==> src/rtl/uart_pkg.sv <==
// -----------------------------------------------------------------------------
// uart_pkg
// Shared types and defaults for the UART receive path (and a future transmit
// path).
//   rx_state_t           - receiver FSM state encoding
//   DEFAULT_CLKS_PER_BIT - clock cycles per serial bit (100 MHz / 115200)
//   DEFAULT_RX_DEPTH     - default receive FIFO depth in bytes
// -----------------------------------------------------------------------------
package uart_pkg;

   typedef enum logic [1:0] {
      IDLE  = 2'd0,
      START = 2'd1,
      DATA  = 2'd2,
      STOP  = 2'd3
   } rx_state_t;

   localparam int DEFAULT_CLKS_PER_BIT = 868;
   localparam int DEFAULT_RX_DEPTH     = 16;

endpackage

==> src/rtl/fifo_sync.sv <==
// -----------------------------------------------------------------------------
// fifo_sync
// Single-clock first-word-fall-through FIFO, reusable for rx and tx buffers.
// Ports:
//   clk, rst - clock and synchronous active-high reset (pointers only)
//   push     - write din this cycle (honoured when not full, or when a pop
//              frees the slot in the same cycle)
//   pop      - consume the head entry (ignored when empty)
//   din      - write data
//   dout     - head entry while non-empty, zero when empty
//   empty    - no entries held
//   full     - DEPTH entries held
//   count    - number of entries held
// -----------------------------------------------------------------------------
module fifo_sync #(
   parameter int WIDTH = 8,
   parameter int DEPTH = 16
) (
   input  logic                   clk,
   input  logic                   rst,
   input  logic                   push,
   input  logic                   pop,
   input  logic [WIDTH-1:0]       din,
   output logic [WIDTH-1:0]       dout,
   output logic                   empty,
   output logic                   full,
   output logic [$clog2(DEPTH):0] count
);

   localparam int AW = $clog2(DEPTH);

   // Storage is never reset; only the pointers are.
   logic [WIDTH-1:0] mem [DEPTH];

   // One extra pointer bit distinguishes full from empty when the address
   // bits coincide.
   logic [AW:0] wr_ptr_reg;
   logic [AW:0] rd_ptr_reg;
   logic        do_push;
   logic        do_pop;

   assign empty   = (wr_ptr_reg == rd_ptr_reg);
   assign full    = (wr_ptr_reg[AW] != rd_ptr_reg[AW]) &&
                    (wr_ptr_reg[AW-1:0] == rd_ptr_reg[AW-1:0]);
   assign do_pop  = pop && !empty;
   // A pop in the same cycle releases the head slot, so a push into a full
   // FIFO still lands (it writes the slot the head is leaving).
   assign do_push = push && (!full || do_pop);

   always_ff @(posedge clk) begin
      if (do_push) begin
         mem[wr_ptr_reg[AW-1:0]] <= din;
      end
   end

   always_ff @(posedge clk) begin
      if (rst) begin
         wr_ptr_reg <= '0;
         rd_ptr_reg <= '0;
      end else begin
         if (do_push) begin
            wr_ptr_reg <= wr_ptr_reg + 1'b1;
         end
         if (do_pop) begin
            rd_ptr_reg <= rd_ptr_reg + 1'b1;
         end
      end
   end

   assign count = wr_ptr_reg - rd_ptr_reg;
   assign dout  = empty ? '0 : mem[rd_ptr_reg[AW-1:0]];

endmodule

==> src/rtl/uart_rx_buf.sv <==
// -----------------------------------------------------------------------------
// uart_rx_buf
// 8N1 UART receiver feeding a first-word-fall-through byte FIFO, with sticky
// overrun and framing-error flags.
// Ports:
//   clk       - sole clock
//   rst       - synchronous active-high reset
//   rxd       - asynchronous serial input, idle high, LSB first
//   rd_en     - pop the head byte (same-cycle consume)
//   clr_err   - clear the sticky error flags
//   rxdata    - head byte of the FIFO (zero when empty)
//   rx_valid  - FIFO holds at least one byte
//   count     - bytes currently held
//   overrun   - sticky: a received byte was dropped because the FIFO was full
//   frame_err - sticky: a frame arrived with a low stop bit
// -----------------------------------------------------------------------------
module uart_rx_buf
   import uart_pkg::*;
#(
   parameter int CLKS_PER_BIT = DEFAULT_CLKS_PER_BIT,
   parameter int DEPTH        = DEFAULT_RX_DEPTH
) (
   input  logic                   clk,
   input  logic                   rst,
   input  logic                   rxd,
   input  logic                   rd_en,
   input  logic                   clr_err,
   output logic [7:0]             rxdata,
   output logic                   rx_valid,
   output logic [$clog2(DEPTH):0] count,
   output logic                   overrun,
   output logic                   frame_err
);

   localparam int              TW        = $clog2(CLKS_PER_BIT);
   localparam logic [TW-1:0]   BIT_LAST  = TW'(CLKS_PER_BIT - 1);
   localparam logic [TW-1:0]   HALF_LAST = TW'(CLKS_PER_BIT / 2 - 1);

   // -------------------------------------------------------------------------
   // Input synchronizer; both stages reset to the idle (high) line level so
   // reset never looks like a start bit.
   // -------------------------------------------------------------------------
   logic sync1_reg;
   logic sync2_reg;
   logic rx_line;

   always_ff @(posedge clk) begin
      if (rst) begin
         sync1_reg <= 1'b1;
         sync2_reg <= 1'b1;
      end else begin
         sync1_reg <= rxd;
         sync2_reg <= sync1_reg;
      end
   end

   assign rx_line = sync2_reg;

   // -------------------------------------------------------------------------
   // Receiver FSM
   // -------------------------------------------------------------------------
   rx_state_t     state_reg,  state_next;
   logic [TW-1:0] timer_reg,  timer_next;
   logic [2:0]    index_reg,  index_next;
   logic [7:0]    shift_reg;
   logic          sample_data;
   logic          push_strobe;
   logic          frame_err_set;

   always_ff @(posedge clk) begin
      if (rst) begin
         state_reg <= IDLE;
         timer_reg <= '0;
         index_reg <= '0;
      end else begin
         state_reg <= state_next;
         timer_reg <= timer_next;
         index_reg <= index_next;
      end
   end

   always_comb begin
      state_next    = state_reg;
      timer_next    = timer_reg + 1'b1;
      index_next    = index_reg;
      sample_data   = 1'b0;
      push_strobe   = 1'b0;
      frame_err_set = 1'b0;
      case (state_reg)
         IDLE: begin
            timer_next = '0;
            if (!rx_line) begin
               state_next = START;
            end
         end
         START: begin
            // Mid start bit: a line back high means the falling edge was a
            // glitch, so drop it silently.
            if (timer_reg == HALF_LAST) begin
               timer_next = '0;
               index_next = '0;
               state_next = rx_line ? IDLE : DATA;
            end
         end
         DATA: begin
            if (timer_reg == BIT_LAST) begin
               timer_next  = '0;
               sample_data = 1'b1;
               // index wraps back to 0 after bit 7, ready for the next frame
               index_next  = index_reg + 1'b1;
               if (index_reg == 3'd7) begin
                  state_next = STOP;
               end
            end
         end
         STOP: begin
            // Leave at mid stop bit so the next start edge is never missed.
            if (timer_reg == BIT_LAST) begin
               timer_next    = '0;
               state_next    = IDLE;
               push_strobe   = rx_line;
               frame_err_set = !rx_line;
            end
         end
         default: begin
            state_next = IDLE;
         end
      endcase
   end

   // Each shift-register bit captures the line when its index is sampled.
   genvar gi;
   generate
      for (gi = 0; gi < 8; gi++) begin : g_shift
         always_ff @(posedge clk) begin
            if (rst) begin
               shift_reg[gi] <= 1'b0;
            end else if (sample_data && (index_reg == 3'(gi))) begin
               shift_reg[gi] <= rx_line;
            end
         end
      end
   endgenerate

   // -------------------------------------------------------------------------
   // Receive FIFO
   // -------------------------------------------------------------------------
   logic fifo_empty;
   logic fifo_full;

   fifo_sync #(
      .WIDTH (8),
      .DEPTH (DEPTH)
   ) u_fifo (
      .clk   (clk),
      .rst   (rst),
      .push  (push_strobe),
      .pop   (rd_en),
      .din   (shift_reg),
      .dout  (rxdata),
      .empty (fifo_empty),
      .full  (fifo_full),
      .count (count)
   );

   assign rx_valid = !fifo_empty;

   // -------------------------------------------------------------------------
   // Sticky error flags; a set event in the same cycle beats clr_err.
   // -------------------------------------------------------------------------
   logic overrun_set;
   logic overrun_reg;
   logic frame_err_reg;

   // A pop in the push cycle frees a slot, so that push is not an overrun.
   assign overrun_set = push_strobe && fifo_full && !rd_en;

   always_ff @(posedge clk) begin
      if (rst) begin
         overrun_reg   <= 1'b0;
         frame_err_reg <= 1'b0;
      end else begin
         if (overrun_set) begin
            overrun_reg <= 1'b1;
         end else if (clr_err) begin
            overrun_reg <= 1'b0;
         end
         if (frame_err_set) begin
            frame_err_reg <= 1'b1;
         end else if (clr_err) begin
            frame_err_reg <= 1'b0;
         end
      end
   end

   assign overrun   = overrun_reg;
   assign frame_err = frame_err_reg;

endmodule

==> config.mk <==
export PLATFORM = sky130hd
export DESIGN_NAME = uart_rx_buf
export DESIGN_NICKNAME = d
export VERILOG_FILES = /design/src/rtl/uart_pkg.sv /design/src/rtl/fifo_sync.sv /design/src/rtl/uart_rx_buf.sv
export SDC_FILE = /design/constraint.sdc
export NUM_CORES = 1
export LEC_CHECK = 0
export CORE_MARGIN = 8
export CORE_UTILIZATION = 40
export CTS_BUF_LIST = sky130_fd_sc_hd__clkbuf_8
export CTS_CLUSTER_DIAMETER = 120
export DETAILED_ROUTE_END_ITERATION = 16
export HOLD_SLACK_MARGIN = 0.1
export PLACE_DENSITY = 0.61
export SYNTH_ARGS = -nofsm -noshare
export SYNTH_HDL_FRONTEND = slang
export SYNTH_SLANG_ARGS = --single-unit
==> constraint.sdc <==
create_clock -name clk -period 3.8 [get_ports clk]
set_clock_uncertainty 0.15 [all_clocks]
set_input_delay 0.95 -clock clk [delete_from_list [all_inputs] [get_ports clk]]
set_output_delay 0.95 -clock clk [all_outputs]
set_load 0.005 [all_outputs]
==> flow_metrics.py, run 1 <==
metrics = {
    "drt": {
        "vias": 3880,
        "first_pass_iters": 4,
        "drc": 0,
        "wire_per_inst_um": 19.30,
        "drtAntennaViolNets": 0,
        "viasPerCell": 5.374,
        "first_iter_violations": 368,
        "wirelength_mm": 13.93,
    },
    "timing": {
        "drv_slew": 0,
        "hold_viol_final": 0,
        "tightest_slew_ps": 837.2,
        "setup_viol": 0,
        "setup_tns_ps": 0,
        "period_minus_slack_ps": 3619,
        "rsz0062_at_grt": "no",
        "min_period_over_period_pct": 95.23,
        "maxClockFrequency_mhz": 276.3,
        "max_slew_margin_pct": 44.01,
    },
    "synth": {
        "syn_area_mm2": 0.007133,
        "synth_fp_nets": 480,
        "async_flop_share_pct": 0,
        "syn_inst": 457,
        "synth_edf_count": 128,
        "synth_ff_type": "edfxtp_1",
        "ys_seq_area_share_pct": 65.39,
        "synth_cell_type_count": 55,
        "ys_ff_latch": 169,
        "synth.avg_cell_area_um2": 15.61,
        "yosysWarnings": 0,
    },
    "pwr": {
        "p_leak_nw": 2.570,
        "swShare_pct": 19.85,
        "clockPowerShare_pct": 39.1,
        "comb_power_share_pct": 0.5,
        "power.switching_mw": 0.6450,
        "p_seq_share_pct": 60.4,
        "power_density_mw_per_mm2": 407.2,
        "power.internal_mw": 2.604,
        "vdd_drop_max_mv": 0.2750,
    },
    "finish": {
        "mostFrequentLayoutCells": "edfxtp_1, dfxtp_1, mux4_2, inv_1, nor2_1",
        "antennaDiodeCount": 0,
        "layout_commonest_cell": "edfxtp_1",
        "area.sequential_mm2": 0.004667,
        "final_cells": 722,
        "num-fill-cells": 1551,
        "multi_input_area_mm2": 0.002291,
        "nets": 503,
        "layout-drive-gt1-share_pct": 17.85,
        "syn_to_final_growth_pct": 11.86,
        "largest_register_ffs": 128,
    },
    "worst_hold_path": {
        "worst_hold_path_type": "reg2reg",
        "whs_path_depth": 1,
    },
    "floorplan": {
        "die_area_mm2": 0.02236,
        "io_pins": 21,
        "die_h_um": 149.5,
        "initial_core_util_pct": 40.26,
        "coreArea_mm2": 0.01772,
        "rows": 49,
        "die_w_um": 149.5,
    },
    "global_route": {
        "grt_pass1_wl_mm": 22.43,
        "top_usage_layer": "met2",
        "use_met3_pct": 3.417,
        "antenna_found_initial": 0,
        "grt_max_degree": 33,
        "grt_overflow": 0,
        "gr-usage-met1_pct": 17.38,
        "grt.total_usage_pct": 13.34,
        "grt_pass1_vias": 4000,
        "use_met2_pct": 21.19,
    },
    "flow_run": {
        "drv_cap": 0,
    },
    "worst_setup_path": {
        "end_kind": "output port",
        "arrival_ps": 2520,
        "reg2reg_slack_ps": 980,
        "crit_start": "u_fifo.rd_ptr_reg[2]",
        "worstSetupPathType": "reg2out",
        "startpoint_type": "register",
        "rr_worst_depth": 5,
        "worstPathRequired_ps": 2700,
        "r2r_end": "u_fifo.mem[7][3]",
        "cp-endpoint": "rxdata[2]",
        "r2r-start": "timer_reg[0]",
        "cp_max_fo": 8,
    },
    "cts": {
        "cts_made_buffers": 17,
        "clock-sinks": 169,
        "cts_buffer_depth": 2,
        "cts_hold_buf": 0,
        "post_cts_buffers": 0,
        "clkTransAtPathRegs_ps": 90,
        "h-tree-depth": 4,
        "clock_latency_ps": 450,
        "cts_tree": "built",
        "cts-root-buf": "clkbuf_8",
    },
    "placed_design": {
        "gp_congestion": 0.8421,
        "dp_hpwl_mm": 8.962,
        "dp_cells": 690,
        "port_buffers": 20,
    },
    "status": {
        "status": "completed",
    },
}
-- per-layer routing --
layer	wire length (µm)	share of wire, %
met3	565	4.1
met4	140	1.0
met1	6416	46
met2	6811	49
met5	0	0
-- Yosys cell counts, types with 4 or more instances --
| library cell | number | share of area [%] |
|---|---|---|
| mux4_2 | 32 | 10 |
| nor2b_1 | 4 | 0.35 |
| xnor2_1 | 8 | 0.98 |
| buf_1 | 4 | 0.21 |
| nand2b_1 | 5 | 0.44 |
| nand4_1 | 12 | 1.1 |
| edfxtp_1 | 128 | 54 |
| dfxtp_1 | 41 | 12 |
| nor3_1 | 4 | 0.28 |
| o31ai_1 | 8 | 0.84 |
| inv_1 | 21 | 1.1 |
| nor2_1 | 22 | 1.2 |
| mux2i_1 | 17 | 2.4 |
| nand3_1 | 15 | 1.1 |
| o21ai_0 | 6 | 0.42 |
| and3_1 | 18 | 1.6 |
| a21oi_1 | 21 | 1.5 |
| xor2_1 | 8 | 0.98 |
| ha_1 | 17 | 3.0 |
| o22ai_1 | 8 | 0.70 |
| clkbuf_1 | 4 | 0.21 |
| buf_2 | 5 | 0.35 |
| nand2_1 | 4 | 0.21 |
-- area by class of cell --
type	count	share of cell area (%)
Sequential cell	169	58.49
Multi-Input combinational cell	246	28.71
Tap cell	229	3.591
Timing Repair Buffer	24	3.199
Clock buffer	17	2.932
Clock inverter	15	2.039
Inverter	22	1.035
-- worst max-delay path, stage by stage (launching register included) --
cell and delay (ps):
dfxtp_1 360, inv_1 70, ha_1 360, nand4_2 200
or2b_4 340, nand2b_4 140, o22ai_1 120, clkdlybuf4s50_1 470
-- worst min path at each step --
| stage | from | end |
|---|---|---|
| 3_5_place_dp | sync1_reg | rx_line |
| 5_1_grt | sync1_reg | rx_line |
| 6_report | sync1_reg | rx_line |
| 2_1_floorplan | sync1_reg | rx_line |
| 4_1_cts | sync1_reg | rx_line |
| 3_3_place_gp | sync1_reg | rx_line |
-- power groups by stage --
stage	combinational, mW	clock [mW]	sequential [mW]
CTS	0.0172	1.31	1.96
global placement	0.0165	0	2.00
finish	0.0171	1.27	1.96
global route	0.0186	1.38	1.96
floorplan	0.0129	0	2.00
detailed placement	0.0170	0	2.00
-- metrics by stage --
step	util, %	setup slack (ps)	hold slack, ps	area, µm²	total power, mW
after global placement	42.65	468.7	244.4	7556	2.020
after detailed placement	42.65	396.2	247.7	7556	2.020
final	45.03	181.4	268.5	7979	3.249
after CTS	44.93	47.65	269.3	7961	3.283
after floorplan	-	1078	239.5	7133	2.014
after global routing	45.03	1.597	276.1	7979	3.358
-- logic make-up (layout without fill, tap and decap cells) --
| logic type | after synthesis | in the layout | share of synthesized area, % |
|---|---|---|---|
| buffers and inverters | 42 | 78 | 2.841 |
| adder cells (fa/ha/maj) | 18 | 18 | 3.263 |
| AO/OA/AOI/OAI | 56 | 56 | 4.982 |
| flip-flops | 169 | 169 | 65.39 |
| AND/OR/NAND/NOR | 105 | 105 | 8.753 |
| XOR/XNOR | 16 | 16 | 1.965 |
| multiplexers | 51 | 51 | 12.80 |
-- repair_timing --
| action | 4_1_cts | 5_1_grt |
|---|---|---|
| gates cloned | 0 | 0 |
| endpoints found under the setup margin | 8 | 9 |
| resized for setup | 3 | 4 |
| endpoints found under the hold margin | 0 | 0 |
Power figures use the tool's default switching activity.
==> inputs of run 2 (changes only) <==
--- a/config.mk
+++ b/config.mk
@@ -7,7 +7,7 @@
 export LEC_CHECK = 0
 export CORE_MARGIN = 8
 export CORE_UTILIZATION = 40
-export CTS_BUF_LIST = sky130_fd_sc_hd__clkbuf_8
+export CTS_BUF_LIST = sky130_fd_sc_hd__clkbuf_4 sky130_fd_sc_hd__clkbuf_8
 export CTS_CLUSTER_DIAMETER = 120
 export DETAILED_ROUTE_END_ITERATION = 16
 export HOLD_SLACK_MARGIN = 0.1
==> flow_metrics.py, run 2 (synthesis gave the netlist of run 1 again) <==
metrics = {
    "placed_design": {
        "dp_hpwl_mm": 8.962,
        "dp_cells": 690,
        "pre_cts_slack_ps": 396.2,
        "port_buffers": 20,
        "gp_congestion": 0.8421,
    },
    "worst_setup_path": {
        "slowest_stage": "clkdlybuf4s50_1",
        "crit_start": "u_fifo.rd_ptr_reg[2]",
        "startpoint_type": "register",
        "arrival_ps": 2520,
        "worstSetupPathType": "reg2out",
        "rr_worst_depth": 5,
        "reg2reg_slack_ps": 980,
        "r2r_end": "u_fifo.mem[7][3]",
        "slowest_delay_ps": 470,
        "cp_max_fo": 8,
        "end_kind": "output port",
        "cp-endpoint": "rxdata[2]",
        "worstPathRequired_ps": 2700,
        "r2r-start": "timer_reg[0]",
        "cp_cell_sequence": "inv_1, ha_1, nand4_2, or2b_4, nand2b_4, o22ai_1, clkdlybuf4s50_1",
    },
    "cts": {
        "cts-root-buf": "clkbuf_8",
        "cts_made_buffers": 17,
        "cts_hold_buf": 0,
        "clkTransAtPathRegs_ps": 90,
        "cts_tree": "built",
        "clock-sinks": 169,
        "clock_latency_ps": 450,
        "post_cts_buffers": 0,
        "h-tree-depth": 4,
        "cts_buffer_depth": 2,
    },
    "timing": {
        "tightest_slew_ps": 842.4,
        "hold_viol_final": 0,
        "drv_slew": 0,
        "max_slew_margin_pct": 43.67,
        "min_period_over_period_pct": 95.26,
        "setup_viol": 0,
        "setup_tns_ps": 0,
        "fin_ws_ps": 180.2,
        "rsz0062_at_grt": "no",
        "period_minus_slack_ps": 3620,
        "maxClockFrequency_mhz": 276.3,
        "holdWs_ps": 268.5,
    },
    "drt": {
        "drtAntennaViolNets": 0,
        "viasPerCell": 5.380,
        "wire_per_inst_um": 19.32,
        "first_pass_iters": 4,
        "drc": 0,
        "first_iter_violations": 368,
        "wirelength_mm": 13.95,
        "vias": 3884,
    },
    "floorplan": {
        "coreArea_mm2": 0.01772,
        "initial_core_util_pct": 40.26,
        "die_w_um": 149.5,
        "io_pins": 21,
        "rows": 49,
        "die_h_um": 149.5,
        "die_area_mm2": 0.02236,
    },
    "pwr": {
        "p_seq_share_pct": 59.8,
        "swShare_pct": 19.69,
        "p_leak_nw": 2.568,
        "comb_power_share_pct": 0.5,
        "power_density_mw_per_mm2": 410.4,
        "power.internal_mw": 2.633,
        "power.switching_mw": 0.6457,
        "clockPowerShare_pct": 39.7,
        "vdd_drop_max_mv": 0.2751,
    },
    "global_route": {
        "grt_pass1_wl_mm": 22.43,
        "grt_max_degree": 33,
        "antenna_found_initial": 0,
        "grt_pass1_vias": 4000,
        "grt_overflow": 0,
        "grt.total_usage_pct": 13.34,
    },
    "finish": {
        "syn_to_final_growth_pct": 12.02,
        "layout-drive-gt1-share_pct": 18.46,
        "final_cells": 722,
        "multi_input_area_mm2": 0.002291,
        "layout_commonest_cell": "edfxtp_1",
        "mostFrequentLayoutCells": "edfxtp_1, dfxtp_1, mux4_2, nor2_1",
        "area.sequential_mm2": 0.004667,
        "antennaDiodeCount": 0,
        "fin_util_pct": 45.10,
        "num-fill-cells": 1549,
        "nets": 503,
        "largest_register_ffs": 128,
    },
    "flow_run": {
        "drv_cap": 0,
    },
    "status": {
        "status": "completed",
    },
    "worst_hold_path": {
        "worst_hold_path_type": "reg2reg",
    },
}
run 2: changes by cell type in the layout (fill, tap and decap cells not counted), sizes merged:
cell	before	now
clkbuf	17	20
inv	24	21
run 2: worst max-delay path, delay by kind of cell, from the launching register on:
| family | cells | cell delay (ps) |
|---|---|---|
| compound gates | 1 | 120 |
| fa+ha+maj | 1 | 360 |
| buf+inv | 2 | 540 |
| flops | 1 | 360 |
| simple gates | 3 | 680 |
run 2: metal layers:
metal / GRT usage [%] / wire length [µm]
met4: 4.695 / 141
met3: 3.417 / 571
met5: 0 / 0
met2: 21.19 / 6807
met1: 17.38 / 6425
run 2: worst min path at each step:
stage | startpoint | end | slack [ps] | depth (start not counted)
floorplan | sync1_reg | rx_line | 240 | 1
global placement | sync1_reg | rx_line | 240 | 1
detailed placement | sync1_reg | rx_line | 250 | 1
global route | sync1_reg | rx_line | 280 | 1
CTS | sync1_reg | rx_line | 270 | 1
finish | sync1_reg | rx_line | 270 | 1
run 2: cell type report:
type	count	area share, %
Inverter	22	1.034
Multi-Input combinational cell	246	28.67
Sequential cell	169	58.41
Clock buffer	20	3.210
Timing Repair Buffer	24	3.194
Clock inverter	12	1.895
Tap cell	229	3.586
run 2: per-stage QoR:
stage	total power, mW	cell area, µm²
floorplan	2.014	7133
global placement	2.020	7556
detailed placement	2.020	7556
CTS	3.313	7973
global route	3.386	7990
finish	3.279	7990
run 2: power by group through the flow:
stage / logic (mW) / registers, mW / clock network [mW]
floorplan: 0.0129 / 2.00 / 0
global placement: 0.0165 / 2.00 / 0
detailed placement: 0.0170 / 2.00 / 0
CTS: 0.0172 / 1.96 / 1.33
global route: 0.0186 / 1.96 / 1.41
finish: 0.0171 / 1.96 / 1.30
run 2: repair_timing:
action,CTS,global route
gates resized for setup,3,4
endpoints found under the setup margin,8,9
hold endpoints to repair,0,0
==> inputs of run 3 (changes only) <==
--- a/config.mk
+++ b/config.mk
@@ -5,6 +5,7 @@
 export SDC_FILE = /design/constraint.sdc
 export NUM_CORES = 1
 export LEC_CHECK = 0
+export ABC_AREA = 1
 export CORE_MARGIN = 8
 export CORE_UTILIZATION = 40
 export CTS_BUF_LIST = sky130_fd_sc_hd__clkbuf_4 sky130_fd_sc_hd__clkbuf_8
==> flow_metrics.py, run 3 <==
metrics = {
    "cts": {
        "cts_tree": "built",
        "h-tree-depth": 4,
        "cts_buffer_depth": 2,
        "post_cts_buffers": 0,
        "clock_latency_ps": 450,
        "cts_made_buffers": 17,
        "clock-sinks": 169,
        "cts-root-buf": "clkbuf_8",
        "clkTransAtPathRegs_ps": 90,
    },
    "placed_design": {
        "port_buffers": 20,
        "dp_hpwl_mm": 11.03,
        "dp_cells": 928,
        "gp_congestion": 0.8314,
    },
    "drt": {
        "wire_per_inst_um": 17.05,
        "viasPerCell": 5.282,
        "drc": 0,
        "wirelength_mm": 16.37,
        "vias": 5071,
        "drtAntennaViolNets": 0,
        "first_pass_iters": 5,
        "first_iter_violations": 489,
    },
    "synth": {
        "synth_edf_count": 128,
        "synth_common_cells": "edfxtp_1, nor2_1, nand2_1",
        "ys_ff_latch": 169,
        "synth_area_leaders": "edfxtp_1, dfxtp_1, nor2_1",
        "synth_fp_nets": 704,
        "synth_cell_type_count": 43,
        "synth_top_cell_area_share_pct": 52.31,
        "yosysWarnings": 0,
        "yosysMostFrequentCell": "edfxtp_1",
        "ys_seq_area_share_pct": 63.48,
        "async_flop_share_pct": 0,
        "syn_inst": 681,
        "synth_ff_type": "edfxtp_1",
        "synth_top_area_cell": "edfxtp_1",
        "synth.avg_cell_area_um2": 10.79,
        "syn_area_mm2": 0.007348,
    },
    "pwr": {
        "power_density_mw_per_mm2": 423.2,
        "vdd_drop_max_mv": 0.2343,
        "p_leak_nw": 3.124,
        "power_mw": 3.505,
    },
    "worst_setup_path": {
        "slowest_stage": "clkdlybuf4s50_1",
        "path_common_cell": "inv_1",
        "arrival_ps": 2540,
        "r2r-start": "u_fifo.rd_ptr_reg[2]",
        "r2r_end": "u_fifo.mem[12][2]",
        "reg2reg_slack_ps": 1260,
        "rr_worst_depth": 9,
        "end_kind": "output port",
        "worstPathRequired_ps": 2700,
        "cp_max_fo": 8,
        "startpoint_type": "register",
        "worstSetupPathType": "reg2out",
        "cp_cell_sequence": "inv_1, ha_1, nand4_1, inv_1, nand2_1, inv_1, a21oi_1, clkdlybuf4s50_1",
        "slowest_delay_ps": 520,
    },
    "timing": {
        "drv_slew": 0,
        "period_minus_slack_ps": 3641,
        "maxClockFrequency_mhz": 274.6,
        "tightest_slew_ps": 726.6,
        "rsz0062_at_grt": "yes",
        "hold_viol_final": 0,
        "setup_tns_ps": 0,
        "setup_viol": 0,
        "max_slew_margin_pct": 51.49,
        "min_period_over_period_pct": 95.83,
    },
    "flow_run": {
        "drv_cap": 0,
    },
    "floorplan": {
        "coreArea_mm2": 0.01802,
        "rows": 49,
        "die_w_um": 151.5,
        "initial_core_util_pct": 40.77,
        "die_area_mm2": 0.02296,
        "die_h_um": 151.5,
        "io_pins": 21,
    },
    "status": {
        "status": "completed",
    },
    "global_route": {
        "grt_pass1_wl_mm": 26.21,
        "antenna_found_initial": 0,
        "grt_pass1_vias": 5006,
        "grt_max_degree": 49,
        "grt.total_usage_pct": 15.03,
        "grt_overflow": 0,
    },
    "finish": {
        "antennaDiodeCount": 0,
        "largest_register_ffs": 128,
        "nets": 741,
        "syn_to_final_growth_pct": 12.72,
        "final_cells": 960,
        "layout-drive-gt1-share_pct": 12.04,
        "mostFrequentLayoutCells": "edfxtp_1, nor2_1, nand2_1, o21ai_0",
        "layout_commonest_cell": "edfxtp_1",
    },
    "worst_hold_path": {
        "holdPathEnd": "rx_line",
        "whs_path_depth": 1,
        "min_from": "sync1_reg",
        "worst_hold_path_type": "reg2reg",
    },
}
run 3: power by group:
group / internal, mW / switching, mW
combinational: 0.110 / 0.184
sequential: 1.97 / 0.0158
clock: 0.542 / 0.687
run 3: critical path, delay by kind of cell, from the launching register on:
kind                       cells  cell delay [ps]
and+or+nand+nor                2              240
AOI/OAI and AO/OA              1              210
buffers and inverters          4              910
DFF                            1              350
adders and majority gates      1              370
run 3: stage by stage:
| step | setup WS, ps | instance area, µm² | util [%] | hold slack, ps |
|---|---|---|---|---|
| 4_1_cts | 87.29 | 8282 | 45.95 | 282.7 |
| 6_report | 158.6 | 8283 | 45.95 | 273.2 |
| 3_5_place_dp | 615.4 | 7901 | 43.84 | 261.4 |
| 2_1_floorplan | 1259 | 7348 | - | 239.5 |
| 3_3_place_gp | 662.5 | 7901 | 43.84 | 244.4 |
| 5_1_grt | -15.63 | 8283 | 45.95 | 287.8 |
run 3: worst max path at each step:
| stage | slack (ps) | to | cells past startpoint | from |
|---|---|---|---|---|
| after floorplan | 1260 | count[4] | 5 | u_fifo.wr_ptr_reg[0] |
| after global placement | 660 | count[4] | 6 | u_fifo.wr_ptr_reg[0] |
| after detailed placement | 620 | count[4] | 6 | u_fifo.wr_ptr_reg[0] |
| after CTS | 90 | count[4] | 6 | u_fifo.wr_ptr_reg[0] |
| after global routing | -20 | rxdata[4] | 8 | u_fifo.rd_ptr_reg[2] |
| final | 160 | rxdata[5] | 8 | u_fifo.rd_ptr_reg[2] |
run 3: layout make-up:
cell class              instances  area [µm²]
flip-flops and latches        169        4667
fillers                      1682        9742
well taps                     229       286.5
repair buffers                 44       392.9
clock buffers                  18       241.5
multi-input cells             436        2366
inverters                      50       190.2
clock inverters                14       138.9
run 3: routing by layer:
metal  global-route usage, %  vias to the layer above  share of wire (%)
met5                       0                        -                  0
met4                   5.928                        0                2.4
met3                   3.267                       24                5.6
met2                   24.60                      151                 48
met1                   19.11                     2437                 45
li1                        -                     2459                  -
run 3: timing repair:
action | CTS | global route
hold buffers | 0 | 0
endpoints found under the setup margin | 0 | 8
resized for setup | 0 | 1
hold endpoints to repair | 0 | 0
run 3: cell families (layout without fill, tap and decap cells):
group                      after synthesis  after routing  share of synthesized area [%]
AOI/OAI and AO/OA                      134            134                          10.40
adders and majority gates               18             18                          3.167
xor gates and xnor gates                10             10                          1.294
and+or+nand+nor                        274            274                          17.33
DFF                                    169            169                          63.48
buffers and inverters                   76            126                          4.325
